### src/rtl/pll_reconfig_ctrl.sv
// PLLVR bring-up and divider-change sequencer clocked from the board oscillator.
// Owns PLL RESET and select codes, qualifies synchronized LOCK, retries on timeout.
module pll_reconfig_ctrl #(
  parameter int unsigned RST_CYCLES   = 16,
  parameter int unsigned LOCK_STABLE  = 1024,
  parameter int unsigned LOCK_TIMEOUT = 65535,
  parameter int unsigned MAX_RETRY    = 3,
  parameter logic [5:0]  DEF_IDSEL    = 6'd0,
  parameter logic [5:0]  DEF_FBDSEL   = 6'd0,
  parameter logic [5:0]  DEF_ODSEL    = 6'd0
) (
  input  logic       sys_clk,
  input  logic       sys_rst_n,
  input  logic       req_valid,
  output logic       req_ready,
  input  logic [5:0] req_idsel,
  input  logic [5:0] req_fbdsel,
  input  logic [5:0] req_odsel,
  input  logic       pll_lock,
  output logic       pll_reset,
  output logic [5:0] pll_idsel,
  output logic [5:0] pll_fbdsel,
  output logic [5:0] pll_odsel,
  output logic       pll_ok,
  output logic       busy,
  output logic       done,
  output logic       err,
  output logic       lock_lost
);

  localparam int unsigned RW = $clog2(RST_CYCLES + 1);
  localparam int unsigned SW = $clog2(LOCK_STABLE + 1);
  localparam int unsigned TW = $clog2(LOCK_TIMEOUT + 1);
  localparam int unsigned NW = $clog2(MAX_RETRY + 1);

  typedef enum logic [1:0] {
    ST_RST_PLL,
    ST_WAIT_LOCK,
    ST_IDLE,
    ST_ERROR
  } state_t;

  state_t        state_q, state_d;
  logic          lock_meta_q, lock_meta_d;
  logic          lock_s_q, lock_s_d;
  logic [RW-1:0] rst_cnt_q, rst_cnt_d;
  logic [SW-1:0] stable_cnt_q, stable_cnt_d;
  logic [TW-1:0] tmo_cnt_q, tmo_cnt_d;
  logic [NW-1:0] retry_q, retry_d;
  logic [NW-1:0] retry_inc;
  logic [5:0]    idsel_q, idsel_d, fbdsel_q, fbdsel_d, odsel_q, odsel_d;
  logic          pll_reset_q, pll_reset_d;
  logic          pll_ok_q, pll_ok_d;
  logic          done_q, done_d;
  logic          err_q, err_d;
  logic          lock_lost_q, lock_lost_d;
  logic          accept;

  assign req_ready  = ((state_q == ST_IDLE) && lock_s_q) || (state_q == ST_ERROR);
  assign busy       = (state_q == ST_RST_PLL) || (state_q == ST_WAIT_LOCK);
  assign accept     = req_valid && req_ready;
  assign retry_inc  = retry_q + NW'(1);

  assign pll_reset  = pll_reset_q;
  assign pll_idsel  = idsel_q;
  assign pll_fbdsel = fbdsel_q;
  assign pll_odsel  = odsel_q;
  assign pll_ok     = pll_ok_q;
  assign done       = done_q;
  assign err        = err_q;
  assign lock_lost  = lock_lost_q;

  always_comb begin
    lock_meta_d  = pll_lock;
    lock_s_d     = lock_meta_q;
    state_d      = state_q;
    rst_cnt_d    = rst_cnt_q;
    stable_cnt_d = stable_cnt_q;
    tmo_cnt_d    = tmo_cnt_q;
    retry_d      = retry_q;
    idsel_d      = idsel_q;
    fbdsel_d     = fbdsel_q;
    odsel_d      = odsel_q;
    pll_reset_d  = pll_reset_q;
    pll_ok_d     = pll_ok_q;
    done_d       = 1'b0;
    err_d        = err_q;
    lock_lost_d  = 1'b0;

    unique case (state_q)
      ST_RST_PLL: begin
        pll_reset_d = 1'b1;
        pll_ok_d    = 1'b0;
        if (rst_cnt_q >= RW'(RST_CYCLES - 1)) begin
          state_d      = ST_WAIT_LOCK;
          pll_reset_d  = 1'b0;
          rst_cnt_d    = '0;
          stable_cnt_d = '0;
          tmo_cnt_d    = '0;
        end else begin
          rst_cnt_d = rst_cnt_q + RW'(1);
        end
      end
      ST_WAIT_LOCK: begin
        pll_reset_d = 1'b0;
        if (!lock_s_q)
          stable_cnt_d = '0;
        else if (stable_cnt_q != SW'(LOCK_STABLE))
          stable_cnt_d = stable_cnt_q + SW'(1);
        if (tmo_cnt_q != TW'(LOCK_TIMEOUT))
          tmo_cnt_d = tmo_cnt_q + TW'(1);
        // A qualification completing on the timeout edge wins over the retry.
        if (lock_s_q && (stable_cnt_q >= SW'(LOCK_STABLE - 1))) begin
          state_d  = ST_IDLE;
          done_d   = 1'b1;
          pll_ok_d = 1'b1;
          retry_d  = '0;
        end else if (tmo_cnt_q >= TW'(LOCK_TIMEOUT - 1)) begin
          pll_reset_d = 1'b1;
          rst_cnt_d   = '0;
          retry_d     = retry_inc;
          if (retry_inc >= NW'(MAX_RETRY)) begin
            state_d = ST_ERROR;
            err_d   = 1'b1;
          end else begin
            state_d = ST_RST_PLL;
          end
        end
      end
      ST_IDLE: begin
        if (!lock_s_q) begin
          state_d     = ST_RST_PLL;
          lock_lost_d = 1'b1;
          pll_ok_d    = 1'b0;
          pll_reset_d = 1'b1;
          rst_cnt_d   = '0;
          retry_d     = '0;
        end
      end
      ST_ERROR: begin
        pll_reset_d = 1'b1;
        pll_ok_d    = 1'b0;
        err_d       = 1'b1;
      end
    endcase

    if (accept) begin
      state_d     = ST_RST_PLL;
      idsel_d     = req_idsel;
      fbdsel_d    = req_fbdsel;
      odsel_d     = req_odsel;
      err_d       = 1'b0;
      retry_d     = '0;
      rst_cnt_d   = '0;
      pll_reset_d = 1'b1;
      pll_ok_d    = 1'b0;
      done_d      = 1'b0;
      lock_lost_d = 1'b0;
    end
  end

  always_ff @(posedge sys_clk) begin
    if (!sys_rst_n) begin
      state_q      <= ST_RST_PLL;
      lock_meta_q  <= 1'b0;
      lock_s_q     <= 1'b0;
      rst_cnt_q    <= '0;
      stable_cnt_q <= '0;
      tmo_cnt_q    <= '0;
      retry_q      <= '0;
      idsel_q      <= DEF_IDSEL;
      fbdsel_q     <= DEF_FBDSEL;
      odsel_q      <= DEF_ODSEL;
      pll_reset_q  <= 1'b1;
      pll_ok_q     <= 1'b0;
      done_q       <= 1'b0;
      err_q        <= 1'b0;
      lock_lost_q  <= 1'b0;
    end else begin
      state_q      <= state_d;
      lock_meta_q  <= lock_meta_d;
      lock_s_q     <= lock_s_d;
      rst_cnt_q    <= rst_cnt_d;
      stable_cnt_q <= stable_cnt_d;
      tmo_cnt_q    <= tmo_cnt_d;
      retry_q      <= retry_d;
      idsel_q      <= idsel_d;
      fbdsel_q     <= fbdsel_d;
      odsel_q      <= odsel_d;
      pll_reset_q  <= pll_reset_d;
      pll_ok_q     <= pll_ok_d;
      done_q       <= done_d;
      err_q        <= err_d;
      lock_lost_q  <= lock_lost_d;
    end
  end

endmodule

### config.mk
export PLATFORM = sky130hd
export DESIGN_NAME = pll_reconfig_ctrl
export DESIGN_NICKNAME = d
export VERILOG_FILES = /design/src/rtl/pll_reconfig_ctrl.sv
export SDC_FILE = /design/constraint.sdc
export NUM_CORES = 1
export LEC_CHECK = 0
export BUFFER_PORTS_ARGS = -buffer_cell sky130_fd_sc_hd__buf_2
export CAP_MARGIN = 20
export CORE_ASPECT_RATIO = 0.75
export CORE_MARGIN = 1
export CORE_UTILIZATION = 40
export DETAILED_ROUTE_END_ITERATION = 8
export PLACE_DENSITY = 0.57
export RECOVER_POWER = 50
export SLEW_MARGIN = 10
export SYNTH_ARGS = -nofsm -noshare
export SYNTH_HDL_FRONTEND = slang
export SYNTH_SLANG_ARGS = --single-unit
export TNS_END_PERCENT = 30
### constraint.sdc
create_clock -name sys_clk -period 3.15 [get_ports sys_clk]
set_clock_uncertainty 0.15 [all_clocks]
set_input_delay 0.63 -clock sys_clk [delete_from_list [all_inputs] [get_ports sys_clk]]
set_output_delay 0.63 -clock sys_clk [all_outputs]
set_load 0.01 [all_outputs]
Yosys cells after proc, flatten, opt, wreduce, memory -nomap -nowiden
Cells that the tools add are included.
{"block": "word_totals", "elab_cells": 96, "ff_bits": 61, "output_inout_bits": 25}
{"block": "classes", "n_reduce_logical": 21, "magnitude_cmp": 4, "n_addsub": 4, "n_bitwise": 3, "n_mux": 35, "n_eq_ne": 14}
{"op": "$mux W11", "count": 3}
{"op": "$mux W16", "count": 2}
{"op": "$pmux W16 S2", "count": 1}
{"op": "$pmux W11 S2", "count": 1}
{"op": "$mux W5", "count": 4}
{"op": "$add A16 B1 Y16 const B", "count": 1}
{"op": "$ge A16 B16 Y1 const B", "count": 1}
{"op": "$ne A16 B16 Y1 const B", "count": 1}
{"op": "$pmux W5 S3", "count": 1}
{"op": "$mux W2", "count": 7}
{"op": "$reduce_and A4 Y1", "count": 3}
{"op": "$add A11 B1 Y11 const B", "count": 1}
{"op": "$ge A11 B10 Y1 const B", "count": 1}
{"op": "$mux W1", "count": 11}
{"op": "$ne A11 B11 Y1 const B", "count": 1}
{"op": "$ne A2 B1 Y1 const B", "count": 5}
{"op": "$reduce_and A3 Y1", "count": 3}
{"op": "$pmux W2 S3", "count": 1}
{"op": "$reduce_bool A2 Y1", "count": 3}
{"op": "$reduce_or A3 Y1", "count": 2}
{"op": "$add A5 B1 Y5 const B", "count": 1}
{"op": "$ge A5 B4 Y1 const B", "count": 1}
{"op": "$eq A2 B2 Y1 const B", "count": 2}
{"op": "$ne A2 B2 Y1 const B", "count": 2}
{"op": "16 further kinds", "count": 22}

Depth between registers and ports, before layout
Gate-level depths: netlist (run 1).
{"block": "logic_depth", "depth_word": 6, "mapped_depth": 10, "depth_no_buf": 8}

Worst setup path after synthesis (run 1)
Ideal clock, no wire load.
{"block": "synth_path", "path_kind": "register to register", "start": "register rst_cnt_q[0]", "end": "register tmo_cnt_q[14]", "slack_ns": 0.782, "setup_ns": 0.070, "stages_incl_launch_ff": 10, "synth_period_minus_slack_ns": 2.368, "arrival_time_ns": 2.148, "cell_sequence": "dfxtp_1 ha_1 and3_1 ha_1 nor2_1 a31oi_1 clkbuf_1 o2111ai_1 or3_1 a21oi_1"}
{"block": "synth_via", "elab_chain_cells": 3}
{"item": "start, declared", "line_no": "46", "source": "logic [RW-1:0] rst_cnt_q, rst_cnt_d;"}
{"item": "start signal, assigned", "line_no": "183", "source": "rst_cnt_q <= rst_cnt_d;"}
{"item": "$ge A5 B4 Y1", "line_no": "94", "source": "if (rst_cnt_q >= RW'(RST_CYCLES - 1)) begin"}
{"item": "$ne A2 B1 Y1 (no source line)"}
{"item": "$reduce_and A3 Y1 (no source line)"}
{"item": "end signal, assigned", "line_no": "185", "source": "tmo_cnt_q <= tmo_cnt_d;"}
{"item": "end, declared", "line_no": "48", "source": "logic [TW-1:0] tmo_cnt_q, tmo_cnt_d;"}
Every way passes these cells.
A chain may end at the register's enable or synchronous reset.

Worst setup path after layout (run 1)
{"block": "layout_path", "start": "register rst_cnt_q[0]", "end": "register tmo_cnt_q[0]"}
Same word-level chain as after synthesis.

==> flow_summary.rst, run 1 <==
.. list-table::
   :header-rows: 1

   * - Metric
     - Value
   * - Outcome
     - completed
   * - Routed wire length per instance
     - 13.18 µm
   * - Sequential share of the synthesized area
     - 0.4212
   * - Fraction of layout cells with a size suffix above 1
     - 0.1114
   * - CTS Buffer Depth
     - 2
   * - TritonRoute pass-1 iters
     - 5
   * - Pins Over Slew Limit
     - 0
   * - Number of vias per cell after detailed routing
     - 5.129
   * - IR drop worst, VDD
     - 0.4490 mV
   * - Period utilization
     - 0.8995
   * - Pin count of the biggest net entering global routing
     - 22
   * - Crit Reg-Reg Startpoint
     - rst_cnt_q[0]$_SDFFE_PP0P_
   * - Most common cell in the netlist
     - dfxtp_1
   * - Post-route total power
     - 1.729 mW
   * - Total CTS buffers
     - 9
   * - GRT Residual Overflow
     - 0
   * - # nets final
     - between 400 and 500
   * - Yosys top cell area share
     - 0.4212
   * - Transition time at the pin with the least slew margin
     - about 750 ps
   * - Depth of the CTS H-tree
     - 3
   * - Unrepaired setup endpoints after global routing
     - no
   * - Number of antenna violations at the first check in global routing
     - 0
   * - Root buffer cell
     - clkbuf_8
   * - Slew margin rel.
     - 0.4983
   * - Antenna diode count
     - 0
   * - Worst min path class
     - flip-flop to flip-flop
   * - Number of unique standard cell types used by synthesis
     - 46
   * - Number of placement rows
     - 26
   * - Type of the worst setup path
     - flip-flop to flip-flop
   * - Antenna-violating nets left
     - 0
   * - Buffers on Ports
     - 46
   * - Ordered cell list for the critical path
     - ha_1 -> and3_1 -> ha_1 -> nor2_1 -> a31oi_1 -> clkbuf_1 -> o21ai_0 -> xnor2_1 -> nor2_1
   * - Clock sink total
     - slightly above 60
   * - Top FF cell, synth
     - dfxtp_1
   * - Post-CTS repair timing setup buffer count
     - 0
   * - Drc violations
     - 0
   * - Post_cts resized
     - 0
   * - Critical path data arrival time
     - just under 3000 ps
   * - Total non-filler cell area in the finished layout
     - 3356 µm²
   * - First-pass GRT wire length
     - 10.38 mm
   * - Required time at the endpoint of the critical path
     - between 3000 and 4000 ps
   * - Mean cell area of the mapped netlist
     - 8.213 µm²
   * - Number of endpoints with negative hold slack in the final report
     - 0
   * - CTS tree
     - done
   * - Leak
     - 1.201 nW
   * - Slowest CP cell
     - clkbuf_1
   * - Dpl ws
     - roughly 540 ps
   * - Hpwl dp
     - a little under 5 mm
   * - Proportion of register bits with asynchronous set or reset after synthesis
     - 0
   * - Gpl congestion
     - approximately 0.83
   * - Setup slack of the critical path after layout
     - 316.7 ps
   * - Area enclosed by the die boundary
     - roughly 7600 µm²
   * - Gr usage total
     - 0.1795
   * - Core footprint
     - just under 7000 µm²
   * - Total power divided by cell area
     - approximately 520 nW/µm²
   * - Slowest stage delay, CP
     - between 600 and 700 ps
   * - Later-pin clock latency in the skew report
     - 330 ps
   * - Endpoint with the worst hold slack
     - lock_s_q$_SDFF_PN0_
   * - Synthesized netlist net count
     - 386
   * - Hold buffer count at cts
     - 0
   * - Beginning of the worst hold path
     - lock_meta_q$_SDFF_PN0_
   * - Dominant cell type by area after synthesis
     - dfxtp_1
   * - Final-report setup violation count
     - 0
   * - Critical Path Fanout Max
     - 18
   * - Internal reg-to-reg setup slack
     - around 320 ps
   * - Type of element launching the critical path
     - flip-flop
   * - Detailed-route wire length
     - 6.618 mm
   * - Via count
     - 2575
   * - Fmax achieved
     - between 300 and 400 MHz
   * - Minimum clock period after layout
     - roughly 2800 ps
   * - Floorplan die height
     - around 76 µm
   * - Cells after Synth
     - 353
   * - Layout-stage area growth over the synthesis result
     - 15.75%
   * - Leading post-synthesis cells by instance count
     - dfxtp_1, nand2_1, a21oi_1
   * - Capturing point of the worst reg2reg path
     - tmo_cnt_q[0]$_SDFFE_PN0P_
   * - Instance area at placement
     - 3218 µm²
   * - Vias in the first global route
     - 2078
   * - Number of DRC markers after the initial detailed-route iteration
     - about 110
   * - Clock transition at the registers of the reported paths
     - roughly 70 ps
   * - Die Span X
     - roughly 100 µm
   * - Cell depth of the worst flop-to-flop path
     - 9
   * - Min Hold Slack
     - about 290 ps
   * - Worst setup EP type
     - flip-flop
   * - Summed instance area of the synthesized netlist
     - roughly 2900 µm²
   * - Count of state elements after synthesis
     - 61
   * - Syn. warnings
     - 0
   * - Number of enable-type register cells in the synthesized netlist
     - 0
   * - Initial standard-cell utilization of the core
     - 0.4204
   * - Max Cap Violations
     - 0
   * - Ranking of synthesized cells by area
     - dfxtp_1, nand2_1, a21oi_1, ha_1, xor2_1
   * - Total Neg Setup Slack
     - 0 ps
   * - Hold-critical path depth
     - 1
   * - Boundary pin count
     - 47
## power by group
group | internal [mW] | switching (mW)
logic | 0.119 | 0.191
clock network | 0.296 | 0.293
registers | 0.803 | 0.0277
## placed cells by master, fill, tap and decap left out, types with 3 or more instances in the layout
| master | n |
|---|---|
| nor4_1 | 4 |
| o2111ai_1 | 7 |
| o21ai_0 | 13 |
| xor2_1 | 14 |
| clkbuf_1 | 26 |
| or3_1 | 8 |
| o211ai_1 | 3 |
| buf_2 | 21 |
| clkinv_2 | 4 |
| xnor2_1 | 3 |
| nand2b_1 | 3 |
| nor2_1 | 30 |
| nor3_1 | 4 |
| nand3_1 | 13 |
| mux2i_1 | 5 |
| buf_4 | 4 |
| ha_1 | 11 |
| a31oi_1 | 4 |
| nand4_1 | 11 |
| nand2_1 | 54 |
| and2_1 | 8 |
| inv_1 | 14 |
| dfxtp_1 | 61 |
| and3_1 | 5 |
| a21oi_1 | 34 |
| clkbuf_8 | 10 |
## flip-flops by register name, indices dropped and copies added (netlist names), 2 cells and up
signal and cells:
retry_q 2, pll_fbdsel 6, pll_odsel 6, stable_cnt_q 11
rst_cnt_q 5, state_q 2, pll_idsel 6, tmo_cnt_q 16
## layer usage
metal / vias up / wire length [µm] / track usage
li1: 1335 / - / -
met1: 1184 / 3636 / 0.2640
met2: 52 / 2658 / 0.2473
met3: 4 / 287 / 0.05688
met4: 0 / 36 / 0.05314
met5: - / 0 / 0
## through the flow
| step | instances | utilization |
|---|---|---|
| 6_report | 502 | 0.4866 |
| 5_1_grt | 502 | 0.4866 |
| 4_1_cts | 501 | 0.4906 |
| 3_5_place_dp | 486 | 0.4666 |
| 3_3_place_gp | 486 | 0.4666 |
| 2_1_floorplan | 353 | - |
## cell families (layout without fill, tap and decap cells)
logic type      Yosys count  count (layout)  share of synthesized area
fa+ha+maj                11              11                    0.04747
mux                       5               5                    0.01726
flops                    61              61                     0.4212
xor+xnor                 17              17                    0.05136
compound gates           76              76                     0.1610
buf+inv                  30              81                    0.04143
simple gates            153             153                     0.2603
## worst max-delay path: cells and delay by family, from the launching register on
kind / cells / cell delay (ps)
AO/OA/AOI/OAI: 2 / 650
buffers and inverters: 1 / 620
flip-flops: 1 / 400
adder cells (fa/ha/maj): 2 / 350
AND/OR/NAND/NOR: 3 / 310
XOR/XNOR: 1 / 220
## layout make-up
class                   count  area [µm²]
flip-flops and latches     61        1221
repair buffers             51       232.7
clock inverters             5       27.53
inverters                  15       56.30
fillers                   689        3541
multi-input cells         262        1558
clock buffers              10       137.6
well taps                  98       122.6
## worst max path at each step
| stage | endpoint | cells past startpoint | slack (ps) | start |
|---|---|---|---|---|
| after floorplan | tmo_cnt_q[14]$_SDFFE_PN0P_ | 9 | 780 | rst_cnt_q[0]$_SDFFE_PP0P_ |
| after global routing | tmo_cnt_q[0]$_SDFFE_PN0P_ | 9 | 160 | rst_cnt_q[1]$_SDFFE_PP0P_ |
| after detailed placement | rst_cnt_q[2]$_SDFFE_PP0P_ | 8 | 540 | state_q[0]$_SDFFE_PP0P_ |
| final | tmo_cnt_q[0]$_SDFFE_PN0P_ | 9 | 320 | rst_cnt_q[0]$_SDFFE_PP0P_ |
| after CTS | req_ready | 5 | 380 | state_q[0]$_SDFFE_PP0P_ |
| after global placement | rst_cnt_q[2]$_SDFFE_PP0P_ | 8 | 530 | state_q[0]$_SDFFE_PP0P_ |
Note: power is estimated with default switching activity, not from simulation.
==> run 2: changes to the inputs <==
--- a/config.mk
+++ b/config.mk
@@ -11,6 +11,7 @@
 export CORE_MARGIN = 1
 export CORE_UTILIZATION = 40
 export DETAILED_ROUTE_END_ITERATION = 8
+export GPL_TIMING_DRIVEN = 0
 export PLACE_DENSITY = 0.57
 export RECOVER_POWER = 50
 export SLEW_MARGIN = 10
==> flow_summary.rst, run 2 (synthesized netlist as in run 1, its figures left out) <==
.. list-table::
   :header-rows: 1

   * - Metric
     - Value
   * - Outcome
     - completed
   * - Post-CTS repair timing setup buffer count
     - 0 (unchanged)
   * - Pin count of the biggest net entering global routing
     - 12 (-45%)
   * - Buffers on Ports
     - 46 (unchanged)
   * - Max Cap Violations
     - 0 (unchanged)
   * - Number of endpoints with negative hold slack in the final report
     - 0 (unchanged)
   * - Detailed-route wire length
     - 6.786 mm (+2.5%)
   * - Instance area at placement
     - 3252 µm² (+1.0%)
   * - Comb pwr share
     - 0.169 (-0.010)
   * - Hold buffer count at cts
     - 0 (unchanged)
   * - CTS Buffer Depth
     - 2 (unchanged)
   * - First-pass GRT wire length
     - 11.13 mm (+7.2%)
   * - Register bank with the most flops
     - tmo_cnt_q
   * - Clock sink total
     - 61 (unchanged)
   * - Hpwl dp
     - 4.932 mm (+2.6%)
   * - Dpl ws
     - 285.1 ps (-258.1 ps)
   * - Worst min path class
     - flip-flop to flip-flop
   * - Root buffer cell
     - clkbuf_8
   * - Layout Utilization
     - 0.4971 (+0.01052)
   * - Post_cts resized
     - 0 (unchanged)
   * - Setup slack of the critical path after layout
     - 187.8 ps (-128.9 ps)
   * - Highest-count cells in the layout ignoring fill and taps
     - dfxtp_1, nand2_1, clkbuf_1, a21oi_1, nor2_1
   * - Critical Path Fanout Max
     - 10 (-8)
   * - Pins Over Slew Limit
     - 0 (unchanged)
   * - Number of antenna violations at the first check in global routing
     - 0 (unchanged)
   * - Die Span X
     - 100.3 µm (unchanged)
   * - Minimum clock period after layout
     - 2962 ps (+128.9 ps)
   * - Switching power of the nets
     - 540.9 µW (+5.8%)
   * - # nets final
     - 443 (+2.3%)
   * - CTS tree
     - done
   * - Layout-stage area growth over the synthesis result
     - 18.26%
   * - Slew margin rel.
     - 0.5970 (+0.09876)
   * - IR drop worst, VDD
     - 0.2318 mV (-48%)
   * - Later-pin clock latency in the skew report
     - 340 ps (about the same)
   * - Antenna-violating nets left
     - 0 (unchanged)
   * - Number of vias per cell after detailed routing
     - 5.136 (+0.14%)
   * - Total CTS buffers
     - 9 (unchanged)
   * - Routed wire length per instance
     - 13.23 µm (+0.34%)
   * - Clock power frac
     - 0.394 (+0.053)
   * - TritonRoute pass-1 iters
     - 4 (-1)
   * - Via count
     - 2635 (+2.3%)
   * - Total non-filler cell area in the finished layout
     - 3428 µm² (+2.2%)
   * - Period utilization
     - 0.9404 (+0.04093)
   * - Type of element launching the critical path
     - flip-flop
   * - GRT Residual Overflow
     - 0 (unchanged)
   * - Fill cell total of the finished layout
     - 741 (+7.5%)
   * - Area enclosed by the die boundary
     - 7595 µm² (unchanged)
   * - Type of the worst setup path
     - flip-flop to flip-flop
   * - Fmax achieved
     - 337.6 MHz (-4.4%)
   * - Max reg flops
     - 16 (unchanged)
   * - Fraction of layout cells with a size suffix above 1
     - 0.1012 (-0.01018)
   * - Antenna diode count
     - 0 (unchanged)
   * - Sequential share of power
     - 0.437 (-0.043)
   * - Boundary pin count
     - 47 (unchanged)
   * - Critical path data arrival time
     - 3080 ps (+190 ps)
   * - Number of placement rows
     - 26 (unchanged)
   * - Leak
     - 1.211 nW (+0.81%)
   * - Floorplan die height
     - 75.73 µm (unchanged)
   * - Number of DRC markers after the initial detailed-route iteration
     - 108 (+0.93%)
   * - Leading registers by flop count
     - tmo_cnt_q: 16 flops, stable_cnt_q: 11 flops
   * - Clock transition at the registers of the reported paths
     - 70 ps (about the same)
   * - Drc violations
     - 0 (unchanged)
   * - Internal Power
     - 1.366 mW (+12%)
   * - Total power divided by cell area
     - 556.3 nW/µm² (+8.0%)
   * - Initial standard-cell utilization of the core
     - 0.4204 (unchanged)
   * - Transition time at the pin with the least slew margin
     - 603.8 ps (-148.8 ps)
   * - Vias in the first global route
     - 2314 (+11%)
   * - Unrepaired setup endpoints after global routing
     - no
   * - Final-report setup violation count
     - 0 (unchanged)
   * - Worst setup EP type
     - flip-flop
   * - Total Neg Setup Slack
     - 0 ps (unchanged)
   * - Depth of the CTS H-tree
     - 3 (unchanged)
   * - Core footprint
     - 6897 µm² (unchanged)
   * - Switching portion of total power
     - 0.2837 (-0.01202)
   * - Gpl congestion
     - 0.8466 (+1.6%)
   * - Gr usage total
     - 0.1917 (+0.01223)
   * - Required time at the endpoint of the critical path
     - 3260 ps (+60 ps)
   * - Most common library cell in the layout ignoring fill and taps
     - dfxtp_1
[run 2: cell count changes in the layout (fill, tap and decap cells not counted)]
cell,change
clkinvlp_4,+1
clkbuf_8,-1
and2_0,-1
bufinv_16,+2
buf_4,-4
buf_6,+1
clkinv_2,-1
clkbuf_1,+13
nand4_1,+1
nand4_2,-1
and2_1,+1
[run 2: path summary, 6_finish.rpt]
kind / startpoint / end / slack, ps / cells after the start
max: rst_cnt_q[0]$_SDFFE_PP0P_ / tmo_cnt_q[14]$_SDFFE_PN0P_ / 190 / 9
min: lock_meta_q$_SDFF_PN0_ / lock_s_q$_SDFF_PN0_ / 280 / 1
max reg2reg: rst_cnt_q[0]$_SDFFE_PP0P_ / tmo_cnt_q[14]$_SDFFE_PN0P_ / 190 / 9
min reg2reg: lock_meta_q$_SDFF_PN0_ / lock_s_q$_SDFF_PN0_ / 280 / 1
[run 2: per-stage QoR]
step / hold slack (ps) / total power, mW / instances
5_1_grt: 307.1 / 2.009 / 513
3_3_place_gp: 264.6 / 1.159 / 497
2_1_floorplan: 261.8 / 1.076 / 353
4_1_cts: 287.4 / 1.929 / 513
6_report: 282.6 / 1.907 / 513
3_5_place_dp: 270.9 / 1.166 / 497
[run 2: area by class of cell]
| class | instances | area, µm² | area share |
|---|---|---|---|
| plain buffers | 15 | 63.81 | 0.01861 |
| repair buffers | 46 | 198.9 | 0.05803 |
| flip-flops and latches | 61 | 1221 | 0.3562 |
| clock buffers | 9 | 123.9 | 0.03613 |
| multi-input cells | 262 | 1551 | 0.4526 |
| inverters | 15 | 56.30 | 0.01642 |
| clock inverters | 7 | 90.09 | 0.02628 |
| well taps | 98 | 122.6 | 0.03577 |
[run 2: critical path, cell delays in order (launching register included)]
cell and delay, ps:
dfxtp_1 410, ha_1 260, and3_1 180, ha_1 130, nor2_1 110, a31oi_1 250, clkbuf_1 380, o2111ai_1 410
or3_1 450, a21oi_1 140
[run 2: power groups by stage]
stage                     combinational (mW)  clock, mW  sequential, mW
after CTS                              0.320      0.776           0.832
after global placement                 0.312          0           0.847
after floorplan                        0.235          0           0.841
final                                  0.322      0.752           0.832
after global routing                   0.358      0.814           0.837
after detailed placement               0.317          0           0.849
[run 2: metal layers]
layer / routed length (µm) / global-route usage / up-vias
met5: 0 / 0 / -
met4: 63 / 0.05636 / 0
met3: 363 / 0.06147 / 5
met2: 2845 / 0.2938 / 54
met1: 3514 / 0.2601 / 1210
li1: - / - / 1366
